### config.mk
export PLATFORM = sky130hd
export DESIGN_NAME = pipe_stage_reg
export DESIGN_NICKNAME = d
export VERILOG_FILES = /design/src/rtl/icarus_pipe_pkg.sv /design/src/rtl/pipe_stage_reg.sv
export SDC_FILE = /design/constraint.sdc
export NUM_CORES = 1
export LEC_CHECK = 0
export BUFFER_PORTS_ARGS = -buffer_cell sky130_fd_sc_hd__buf_2
export CAP_MARGIN = 20
export CORE_MARGIN = 1
export CORE_UTILIZATION = 30
export CTS_BUF_LIST = sky130_fd_sc_hd__clkbuf_8
export CTS_CLUSTER_DIAMETER = 120
export DETAILED_ROUTE_END_ITERATION = 16
export SKIP_CTS_REPAIR_TIMING = 1
export SLEW_MARGIN = 20
export SYNTH_ARGS = -nofsm -noshare
export SYNTH_HDL_FRONTEND = slang
export SYNTH_SLANG_ARGS = --single-unit
### constraint.sdc
create_clock -name Clock -period 1.89 [get_ports Clock]
set_input_delay 0 -clock Clock [delete_from_list [all_inputs] [get_ports Clock]]
set_output_delay 0 -clock Clock [all_outputs]
set_load 0.01 [all_outputs]
### src/rtl/icarus_pipe_pkg.sv
// Shared definitions for the generic inter-stage pipeline register:
// occupancy states, per-boundary payload widths and the NOP encoding.
package icarus_pipe_pkg;

   // Occupancy of a stage register: nothing, MAIN only, MAIN plus SKID.
   typedef enum logic [1:0] {
      PIPE_EMPTY = 2'd0,
      PIPE_BUSY  = 2'd1,
      PIPE_FULL  = 2'd2
   } pipe_state_e;

   // IF/ID carries the 32-bit instruction plus the 32-bit PC.
   localparam int unsigned IFID_WIDTH  = 64;
   // ID/EX carries PC, two operands, immediate and decoded control.
   localparam int unsigned IDEX_WIDTH  = 160;
   // EX/MEM carries ALU result, store data, destination and control.
   localparam int unsigned EXMEM_WIDTH = 80;
   // MEM/WB carries the write-back value, destination and write enable.
   localparam int unsigned MEMWB_WIDTH = 40;

   // All-zero instruction word decodes as a NOP.
   localparam logic [31:0] NOP_INSTR = 32'h0000_0000;

   // Number of entries held in a given state.
   function automatic logic [1:0] occupancy_of(input pipe_state_e s);
      logic [1:0] n;
      case (s)
         PIPE_EMPTY: n = 2'd0;
         PIPE_BUSY:  n = 2'd1;
         PIPE_FULL:  n = 2'd2;
         default:    n = 2'd0;
      endcase
      return n;
   endfunction

endpackage

### src/rtl/pipe_stage_reg.sv
// Generic pipeline stage register with valid/ready handshake, flush to
// bubble, and an optional skid entry that makes In_Ready a register.
module pipe_stage_reg
   import icarus_pipe_pkg::*;
#(
   parameter int unsigned             DATA_WIDTH   = IFID_WIDTH,
   parameter logic [DATA_WIDTH-1:0]   BUBBLE_VALUE = {DATA_WIDTH{1'b0}},
   parameter bit                      SKID_EN      = 1'b1
) (
   input  logic                  Clock,
   input  logic                  Reset,
   input  logic                  Flush,
   input  logic                  In_Valid,
   output logic                  In_Ready,
   input  logic [DATA_WIDTH-1:0] In_Data,
   output logic                  Out_Valid,
   input  logic                  Out_Ready,
   output logic [DATA_WIDTH-1:0] Out_Data,
   output logic [1:0]            Occupancy
);

   pipe_state_e           state_r;
   pipe_state_e           state_nxt_s;
   logic [DATA_WIDTH-1:0] main_r;
   logic [DATA_WIDTH-1:0] main_nxt_s;
   logic [DATA_WIDTH-1:0] skid_r;
   logic [DATA_WIDTH-1:0] skid_nxt_s;
   logic                  in_fire_s;
   logic                  out_fire_s;

   // Outputs are decoded straight from the state and MAIN registers.
   assign Out_Valid = (state_r != PIPE_EMPTY);
   assign Out_Data  = main_r;
   assign Occupancy = occupancy_of(state_r);

   // An input offered during a flush is dropped, never accepted.
   assign in_fire_s  = In_Valid & In_Ready & ~Flush;
   assign out_fire_s = Out_Valid & Out_Ready;

   // Next-state and storage update; flush overrides the normal transitions.
   always_comb begin
      state_nxt_s = state_r;
      main_nxt_s  = main_r;
      skid_nxt_s  = skid_r;
      if (Flush) begin
         state_nxt_s = PIPE_EMPTY;
         main_nxt_s  = BUBBLE_VALUE;
         skid_nxt_s  = {DATA_WIDTH{1'b0}};
      end else begin
         case (state_r)
            PIPE_EMPTY: begin
               if (in_fire_s) begin
                  state_nxt_s = PIPE_BUSY;
                  main_nxt_s  = In_Data;
               end else begin
                  state_nxt_s = PIPE_EMPTY;
               end
            end
            PIPE_BUSY: begin
               if (in_fire_s && out_fire_s) begin
                  state_nxt_s = PIPE_BUSY;
                  main_nxt_s  = In_Data;
               end else if (out_fire_s) begin
                  state_nxt_s = PIPE_EMPTY;
                  main_nxt_s  = BUBBLE_VALUE;
               end else if (in_fire_s && (SKID_EN == 1'b1)) begin
                  // Downstream stalled: absorb one more beat behind MAIN.
                  state_nxt_s = PIPE_FULL;
                  skid_nxt_s  = In_Data;
               end else begin
                  state_nxt_s = PIPE_BUSY;
               end
            end
            PIPE_FULL: begin
               // In_Ready is low here, so only a drain can happen.
               if (out_fire_s) begin
                  state_nxt_s = PIPE_BUSY;
                  main_nxt_s  = skid_r;
               end else begin
                  state_nxt_s = PIPE_FULL;
               end
            end
            default: begin
               state_nxt_s = PIPE_EMPTY;
               main_nxt_s  = BUBBLE_VALUE;
            end
         endcase
      end
   end

   // State and MAIN registers with synchronous reset to the bubble.
   always_ff @(posedge Clock) begin
      if (Reset) begin
         state_r <= PIPE_EMPTY;
         main_r  <= BUBBLE_VALUE;
      end else begin
         state_r <= state_nxt_s;
         main_r  <= main_nxt_s;
      end
   end

   generate
      if (SKID_EN) begin : g_skid
         logic in_ready_r;

         // SKID entry and registered In_Ready, low only when the stage will be full.
         always_ff @(posedge Clock) begin
            if (Reset) begin
               skid_r     <= {DATA_WIDTH{1'b0}};
               in_ready_r <= 1'b1;
            end else begin
               skid_r     <= skid_nxt_s;
               in_ready_r <= (state_nxt_s != PIPE_FULL);
            end
         end

         assign In_Ready = in_ready_r;
      end else begin : g_no_skid
         // Single-entry mode: accept whenever MAIN is free or draining now.
         assign skid_r   = {DATA_WIDTH{1'b0}};
         assign In_Ready = ~Out_Valid | Out_Ready;
      end
   endgenerate

endmodule

======== After elaboration in Yosys (flattened, before gate mapping) ========
Index checks and enable logic that the tools add are counted.
storage, ports and cells
  ROM bits ................................ 0
  bits of input ports ..................... 69
  bits in writable memories ............... 0
  register bits after elaboration ......... 131
  memories ................................ 0
  bits in latches ......................... 0
operators by class
  add/sub/neg operators ................... 0
  equality and inequality tests ........... 6
  reductions and logical operators ........ 6
  $lt $le $gt $ge ......................... 0
  shift operators ......................... 0
  multiply operators ...................... 0
  bitwise logic cells ..................... 6
  muxes and demuxes ....................... 13
  div/mod/pow operators ................... 0
operators by type and width
  cell                count
  $mux 64             4
  $pmux 64 s3         1
  $mux 2              5
  $ne 2x2->1 const B  3
  $pmux 2 s3          1
  $pmux 2 s2          1
  $reduce_and 4->1    1
  $and 1x1->1         3
  $ne 3x3->1 const B  1
  $not 1->1           3
  $reduce_and 3->1    1
  $eq 2x1->1 const B  1
  $eq 2x2->1 const B  1
  $logic_not 2->1     1
  $reduce_bool 2->1   1
  $reduce_or 2->1     1
  $logic_and 1x1->1   1
  $mux 1              1

======== Longest topological paths before layout ========
Gate-level depths: netlist of run 1.
  word-level depth ........................ 8
  mapped depth ............................ 6
  depth with buffers taken out ............ 3

======== Worst setup path after synthesis of run 1 ========
Ideal clock, no wire load.
  kind .................................... register -> register
  start ................................... register state_r[0]
  end ..................................... register skid_r[10]
  clock period less this slack ............ 1537 ps
  data arrival time ....................... 1405 ps
  cell stages (with the launch flop) ...... 7
  slack ................................... 353 ps
  setup time .............................. 132 ps
  required time ........................... 1758 ps
  path buffers ............................ 3
  path through ............................ dfxtp_1 > buf_2 > or3b_2 > buf_2 > clkbuf_1 > o21ai_0 > a21oi_1
on the way
  cells in the longest elaborated chain, start to end .. 5
  elaborated cells between the ends (all ways) .. 7
ends and longest elaborated chain
  item                            RTL line               RTL
  start: declaration              pipe_stage_reg.sv:22   pipe_state_e state_r;
  start signal: assignment        pipe_stage_reg.sv:97   state_r <= state_nxt_s;
  $reduce_bool 2->1               pipe_stage_reg.sv:32   assign Out_Valid = (state_r != PIPE_EMPTY);
  $and 1x1->1                     pipe_stage_reg.sv:38   assign out_fire_s = Out_Valid & Out_Ready;
  $logic_and 1x1->1               pipe_stage_reg.sv:60   if (in_fire_s && out_fire_s) begin
  $not 1->1 (no line)             n/a
  $reduce_and 4->1 (no line) (*)  n/a
  end signal: assignment          pipe_stage_reg.sv:109  skid_r <= {DATA_WIDTH{1'b0}};
  end signal: assignment          pipe_stage_reg.sv:112  skid_r <= skid_nxt_s;
  end: declaration                pipe_stage_reg.sv:26   logic [DATA_WIDTH-1:0] skid_r;
Every way passes the cells marked *; elsewhere a longest branch is shown, timed or not.
A chain may end at the register's enable or synchronous reset.

======== Worst setup path after layout of run 1 ========
  start ................................... register state_r[1]
  end ..................................... output Occupancy[1]
on the way
  cells in the longest elaborated chain, start to end .. 2
  elaborated cells between the ends (all ways) .. 3
ends and longest elaborated chain
  item                                      RTL line               RTL
  $eq 2x2->1 or $eq 2x1->1 (tied branches)  icarus_pipe_pkg.sv:27  case (s)
  $pmux 2 s2 (*)                            icarus_pipe_pkg.sv:27
  end: declaration                          pipe_stage_reg.sv:19   output logic [1:0] Occupancy
Marks and branches as above.

==> summary.txt, run 1 <==
Cells and area
  – Commonest non-fill, non-tap cell in the layout: buf_2
  – Non-Filler Instances: 1306
  – Design area: around 9000 um^2
  – Layout cells sized above 1: 21.2%
  – FILL cells: 2355
  – Most frequent cells in the layout: buf_2, or3_1, dfxtp_1
  – NumNets Final: ~1000
  – Area Growth Syn to Fin: 28.2%
  – # diodes: 0
  – Final core utilization: 39.5%

Place
  – Gpl congestion: 0.739
  – Post-place setup slack: 240 ps
  – DP Cell Count: 1209
  – Post-DP HPWL: 14300 um
  – Placed Area: 8010 um^2
  – PortBufs: 136

CTS
  – CTS Buf Count: 17
  – Clk slew on worst S/H paths: roughly 80 ps
  – Worst-Skew Late Latency: 460 ps
  – CTS tree: built
  – CTS max path bufs: 2
  – CTS root buf: clkbuf_8
  – H-tree Lvls: 4
  – Clk sinks: 131

Yosys
  – Synth warnings: 0
  – Syn avg cell area: 8.44 um^2
  – Post-synthesis sequential area ratio: 37.3%
  – Flops & latches, synth: 131
  – Syn_nets: approximately 900
  – Mapped Area: 7030 um^2
  – Synthesized instance count: 833
  – Unique masters post-synth: 27

Critical path
  – Reg2Reg Depth: 4
  – Worst path buffer plus inverter count: 3
  – Stages on the worst setup path: 4
  – Slowest stage delay, CP: 430 ps
  – Most used cell, CP: buf_4
  – CP Data Arrival Time: 1770 ps
  – R2R setup slack: 240 ps
  – CP required: 1890 ps
  – Crit path launch: state_r[1]$_SDFF_PP0_
  – Crit-path slowest cell: dfxtp_4
  – Kind of cell adding the most delay to the critical path: buffers and inverters
  – Setup CP Type: flip-flop to output port
  – Critical Path Source Type: flip-flop
  – Reg2reg start: state_r[0]$_SDFF_PP0_
  – Worst setup path end: Occupancy[1]
  – Crit-path cells: buf_4 > nor2b_1 > buf_4 > buf_2
  – Worst setup EP type: output port
  – Worst reg2reg endpoint: skid_r[21]$_SDFFE_PP0P_
  – Worst Path Max Fanout: 22

Timing
  – Max_slew headroom: 65.3%
  – Tmin final: 1770 ps
  – Clock skew: about 15 ps
  – Final setup violation count: 0
  – FMAX: ~560 MHz
  – RSZ-0062 raised after global routing: no
  – Final worst slack: roughly 120 ps
  – Max Slew Vio Count: 0
  – Setup TNS: 0 ps
  – Worst-margin pin slew: 520 ps
  – Post-route clock period utilization: a little over nine tenths
  – Final hold vios: 0

GRT
  – GRT Total Usage: 19.7%
  – Initial antenna violation count: 0
  – First-pass GRT wire length: 37400 um
  – Largest net degree at the start of global routing: between 80 and 90
  – GRT overflow: 0
  – Vias in the first global route: 6659

Routing
  – Drt pass-1 iters: 5
  – Initial drt markers: 527
  – Via-to-Cell Ratio: 5.57
  – Final wirelength: 23800 um
  – Post-route ant nets: 0
  – WL/cell: 18.2 um
  – Drt drc: 0
  – Routed via count: 7270

Power
  – Reg power frac: a little under half
  – Sw Pwr: 1.72 mW
  – P_int: 4.33 mW
  – P_leak: 3.50 nW
  – Combinational share of power: 16.0%
  – Clock network power share: a little under two fifths
  – Peak supply drop: 380 uV
  – Sw Share: 28.5%
  – PwrDens: around 670 nW/um^2

Floorplan
  – I/O pins: 137
  – Area of the core: 22800 um^2
  – Row cnt: 55
  – Die height: 155 um
  – Die X-Extent: between 150 and 200 um
  – Initial core utilization: 30.8%
  – Die area: 24100 um^2

Run
  – Maxcap violations: 0

Worst hold path
  – HP Start: Reset
  – Hold WC Path Type: input port to flip-flop

Run status
  – Outcome: finished, final reports clean
==> tightest hold or removal path: stages <==
cell and delay (ps):
buf_2 120, nor2_4 40, buf_4 240, o2111a_1 160
==> logic make-up after synthesis <==
group,count (synthesis),share of synthesized area [%]
AND/OR/NAND/NOR,270,20.7
AO/OA/AOI/OAI,259,25.5
flip-flops,131,37.3
multiplexers,64,9.11
buffers and inverters,107,6.98
XOR/XNOR,2,0.356
==> how the worst min path moves through the flow <==
stage | end | slack [ps] | depth (start not counted)
2_1_floorplan | skid_r[0]$_SDFFE_PP0P_ | 150 | 2
3_3_place_gp | skid_r[56]$_SDFFE_PP0P_ | 280 | 3
3_5_place_dp | skid_r[3]$_SDFFE_PP0P_ | 280 | 3
4_1_cts | skid_r[58]$_SDFFE_PP0P_ | -220 | 3
5_1_grt | Out_Data[11]$_SDFFE_PP0P_ | 130 | 4
6_report | Out_Data[26]$_SDFFE_PP0P_ | 140 | 4
==> cells in the mapped netlist (all sizes together) <==
| library cell | number | area (um^2) |
|---|---|---|
| a21oi | 65 | 325 |
| and3b | 1 | 8.76 |
| buf | 32 | 209 |
| clkbuf | 75 | 282 |
| dfxtp | 131 | 2620 |
| mux2i | 64 | 641 |
| nand2 | 64 | 240 |
| nand3 | 65 | 325 |
| nand3b | 1 | 7.51 |
| nand4bb | 1 | 11.3 |
| nor2 | 1 | 3.75 |
| nor2b | 3 | 18.8 |
| nor3 | 1 | 5.00 |
| nor3b | 1 | 7.51 |
| o2111a | 64 | 721 |
| o21ai | 64 | 320 |
| o22ai | 65 | 420 |
| o31ai | 1 | 7.51 |
| or2 | 2 | 15.0 |
| or3 | 129 | 807 |
| or3b | 1 | 8.76 |
| xnor2 | 2 | 25.0 |
==> flip-flops by register name (all words and copies together) (netlist names) <==
name / count
In_Ready: 1
state_r: 2
Out_Data: 64
skid_r: 64
==> per-stage QoR <==
stage	power, mW	hold slack [ps]
floorplan	3.44	148
global placement	3.78	275
detailed placement	3.79	281
CTS	6.01	-224
global route	6.34	132
finish	6.06	144
==> cell type report <==
cell class / count / area (um^2) / share of cell area (%)
clock buffers: 19 / 262 / 2.90
clock inverters: 13 / 95.1 / 1.05
multi-input cells: 595 / 3960 / 44.0
flip-flops and latches: 131 / 2630 / 29.2
well taps: 313 / 392 / 4.34
repair buffers: 235 / 1670 / 18.6
==> power by group through the flow <==
stage          Combinational (mW)  Clock (mW)  Sequential [mW]
4_1_cts                     0.864        2.29             2.87
3_5_place_dp                0.859           0             2.93
5_1_grt                      1.06        2.41             2.87
3_3_place_gp                0.855           0             2.93
2_1_floorplan               0.496           0             2.95
6_report                    0.969        2.22             2.87
==> routing by layer <==
layer	share of wire (%)	global-route usage (%)	wire [um]	vias up
met2	46	31.3	10900	257
li1	-	-	-	3437
met3	5.3	4.46	1270	27
met5	0	0	0	-
met4	1.2	5.23	274	0
met1	48	26.9	11400	3549
No activity file was read; power rests on OpenSTA's default activity.
==> run 2, diff against run 1 <==
--- a/config.mk
+++ b/config.mk
@@ -5,7 +5,7 @@
 export SDC_FILE = /design/constraint.sdc
 export NUM_CORES = 1
 export LEC_CHECK = 0
-export BUFFER_PORTS_ARGS = -buffer_cell sky130_fd_sc_hd__buf_2
+export BUFFER_PORTS_ARGS = -buffer_cell sky130_fd_sc_hd__buf_4
 export CAP_MARGIN = 20
 export CORE_MARGIN = 1
 export CORE_UTILIZATION = 30
==> summary.txt, run 2 (synthesis results as in run 1) <==
Timing
  – Max_slew headroom: 65.5% (was 65.3%)
  – Post-route clock period utilization: 87.7% (was 93.8%)
  – Clock skew: 14.5 ps (was 15.4 ps)
  – Max Slew Vio Count: 0 (unchanged)
  – Final hold vios: 0 (unchanged)
  – RSZ-0062 raised after global routing: no (unchanged)
  – Final setup violation count: 0 (unchanged)
  – Setup TNS: 0 ps (unchanged)
  – Tmin final: 1660 ps (was 1770 ps)
  – Worst-margin pin slew: 517 ps (was 520 ps)
  – FMAX: 603 MHz (was 564 MHz)

Floorplan
  – Area of the core: 22800 um^2 (unchanged)
  – I/O pins: 137 (unchanged)
  – Die height: 155 um (unchanged)
  – Initial core utilization: 30.8% (unchanged)
  – Die area: 24100 um^2 (unchanged)
  – Row cnt: 55 (unchanged)
  – Die X-Extent: 155 um (unchanged)

Place
  – Post-DP HPWL: 14500 um (was 14300 um)
  – DP Cell Count: 1214 (was 1209)
  – PortBufs: 136 (unchanged)
  – Gpl congestion: 0.788 (was 0.739)

CTS
  – CTS root buf: clkbuf_8 (unchanged)
  – H-tree Lvls: 4 (unchanged)
  – CTS max path bufs: 2 (unchanged)
  – Worst-Skew Late Latency: 450 ps (was 460 ps)
  – CTS Buf Count: 17 (unchanged)
  – CTS tree: built (unchanged)
  – Clk slew on worst S/H paths: 90 ps (was 80 ps)
  – Clk sinks: 131 (unchanged)

Critical path
  – Slowest stage delay, CP: 420 ps (was 430 ps)
  – CP Data Arrival Time: 1660 ps (was 1770 ps)
  – Worst setup EP type: output port (unchanged)
  – Crit-path slowest cell: dfxtp_4 (unchanged)
  – Crit-path cells: or2_4 > buf_12 > buf_4 (was buf_4 > nor2b_1 > buf_4 > buf_2)
  – Critical Path Source Type: flip-flop (unchanged)
  – Worst Path Max Fanout: 41 (was 22)
  – CP required: 1890 ps (about the same)
  – Setup CP Type: flip-flop to output port (unchanged)

Power
  – Peak supply drop: 414 uV (was 380 uV)
  – P_leak: 3.65 nW (was 3.50 nW)
  – Total chip power: 6.87 mW (was 6.06 mW)
  – PwrDens: 718 nW/um^2 (was 672 nW/um^2)

Cells and area
  – FILL cells: 2316 (was 2355)
  – Most frequent cells in the layout: buf_4, or3_1, dfxtp_1, dlygate4sd3_1 (was buf_2, or3_1, dfxtp_1)
  – Commonest non-fill, non-tap cell in the layout: buf_4 (was buf_2)
  – NumNets Final: 1056 (was 1049)
  – Layout cells sized above 1: 21.6% (was 21.2%)
  – Non-Filler Instances: 1312 (was 1306)
  – # diodes: 0 (unchanged)
  – Area Growth Syn to Fin: 36.0% (was 28.2%)

Run status
  – Outcome: finished, final reports clean (unchanged)

Routing
  – Initial drt markers: 534 (was 527)
  – Drt pass-1 iters: 5 (unchanged)
  – Via-to-Cell Ratio: 5.48 (was 5.57)
  – Final wirelength: 24200 um (was 23800 um)
  – Drt drc: 0 (unchanged)
  – Post-route ant nets: 0 (unchanged)
  – Routed via count: 7189 (was 7270)
  – WL/cell: 18.4 um (was 18.2 um)

GRT
  – Initial antenna violation count: 0 (unchanged)
  – GRT overflow: 0 (unchanged)
  – Vias in the first global route: 6828 (was 6659)
  – GRT Total Usage: 20.1% (was 19.7%)
  – First-pass GRT wire length: 38000 um (was 37400 um)
  – Largest net degree at the start of global routing: 44 (was 89)

Worst hold path
  – Hold WC Path Type: input port to flip-flop (unchanged)

Run
  – Maxcap violations: 0 (unchanged)
[run 2: cell count changes in the layout (fill, tap and decap cells not counted), moves of 2 or more]
cell / previous run / this run
buf_12: 7 / 9
buf_2: 136 / 0
buf_4: 27 / 166
bufinv_16: 1 / 6
clkinv_2: 6 / 1
dlygate4sd3_1: 65 / 67
[run 2: where the power goes]
group / total, mW / switching (mW) / internal (mW)
Combinational: 1.07 / 0.549 / 0.517
Sequential: 2.87 / 0.0504 / 2.82
Clock: 2.93 / 1.14 / 1.79
[run 2: path summary, 6_finish.rpt]
| path | slack, ps | start | endpoint | cells after the start |
|---|---|---|---|---|
| worst max-delay path | 230 | state_r[1]$_SDFF_PP0_ | Out_Valid | 3 |
| worst min register to register | 480 | skid_r[7]$_SDFFE_PP0P_ | skid_r[7]$_SDFFE_PP0P_ | 2 |
| worst min-delay path | 90 | Flush | Out_Data[19]$_SDFFE_PP0P_ | 4 |
| worst max register to register | 240 | state_r[1]$_SDFF_PP0_ | Out_Data[13]$_SDFFE_PP0P_ | 4 |
[run 2: per-layer routing]
| layer | track usage, % | part of all wire (%) | routed length [um] |
|---|---|---|---|
| met5 | 0 | 0 | 0 |
| met4 | 5.19 | 1.1 | 262 |
| met3 | 4.48 | 5.8 | 1400 |
| met2 | 31.8 | 46 | 11200 |
| met1 | 27.4 | 47 | 11400 |
[run 2: layout make-up]
| class | instances | area (um^2) | area share, % |
|---|---|---|---|
| Multi-Input combinational cell | 595 | 3960 | 41.4 |
| Sequential cell | 131 | 2630 | 27.5 |
| Clock buffer | 20 | 275 | 2.88 |
| Clock inverter | 11 | 208 | 2.17 |
| Tap cell | 313 | 392 | 4.10 |
| Timing Repair Buffer | 242 | 2100 | 21.9 |
[run 2: critical path: cells and delay by family, from the launching register on]
| kind | cells | cell delay [ps] |
|---|---|---|
| buffers and inverters | 2 | 410 |
| flip-flops | 1 | 420 |
| AND/OR/NAND/NOR | 1 | 350 |
[run 2: per-stage QoR]
stage	worst slack (ps)	hold slack (ps)	instance area [um^2]	utilization [%]
floorplan	353	148	7030	-
detailed placement	265	284	8410	36.8
finish	232	86.4	9560	41.9
global placement	261	279	8410	36.8
CTS	205	-210	8890	38.9
global route	139	83.1	9560	41.9
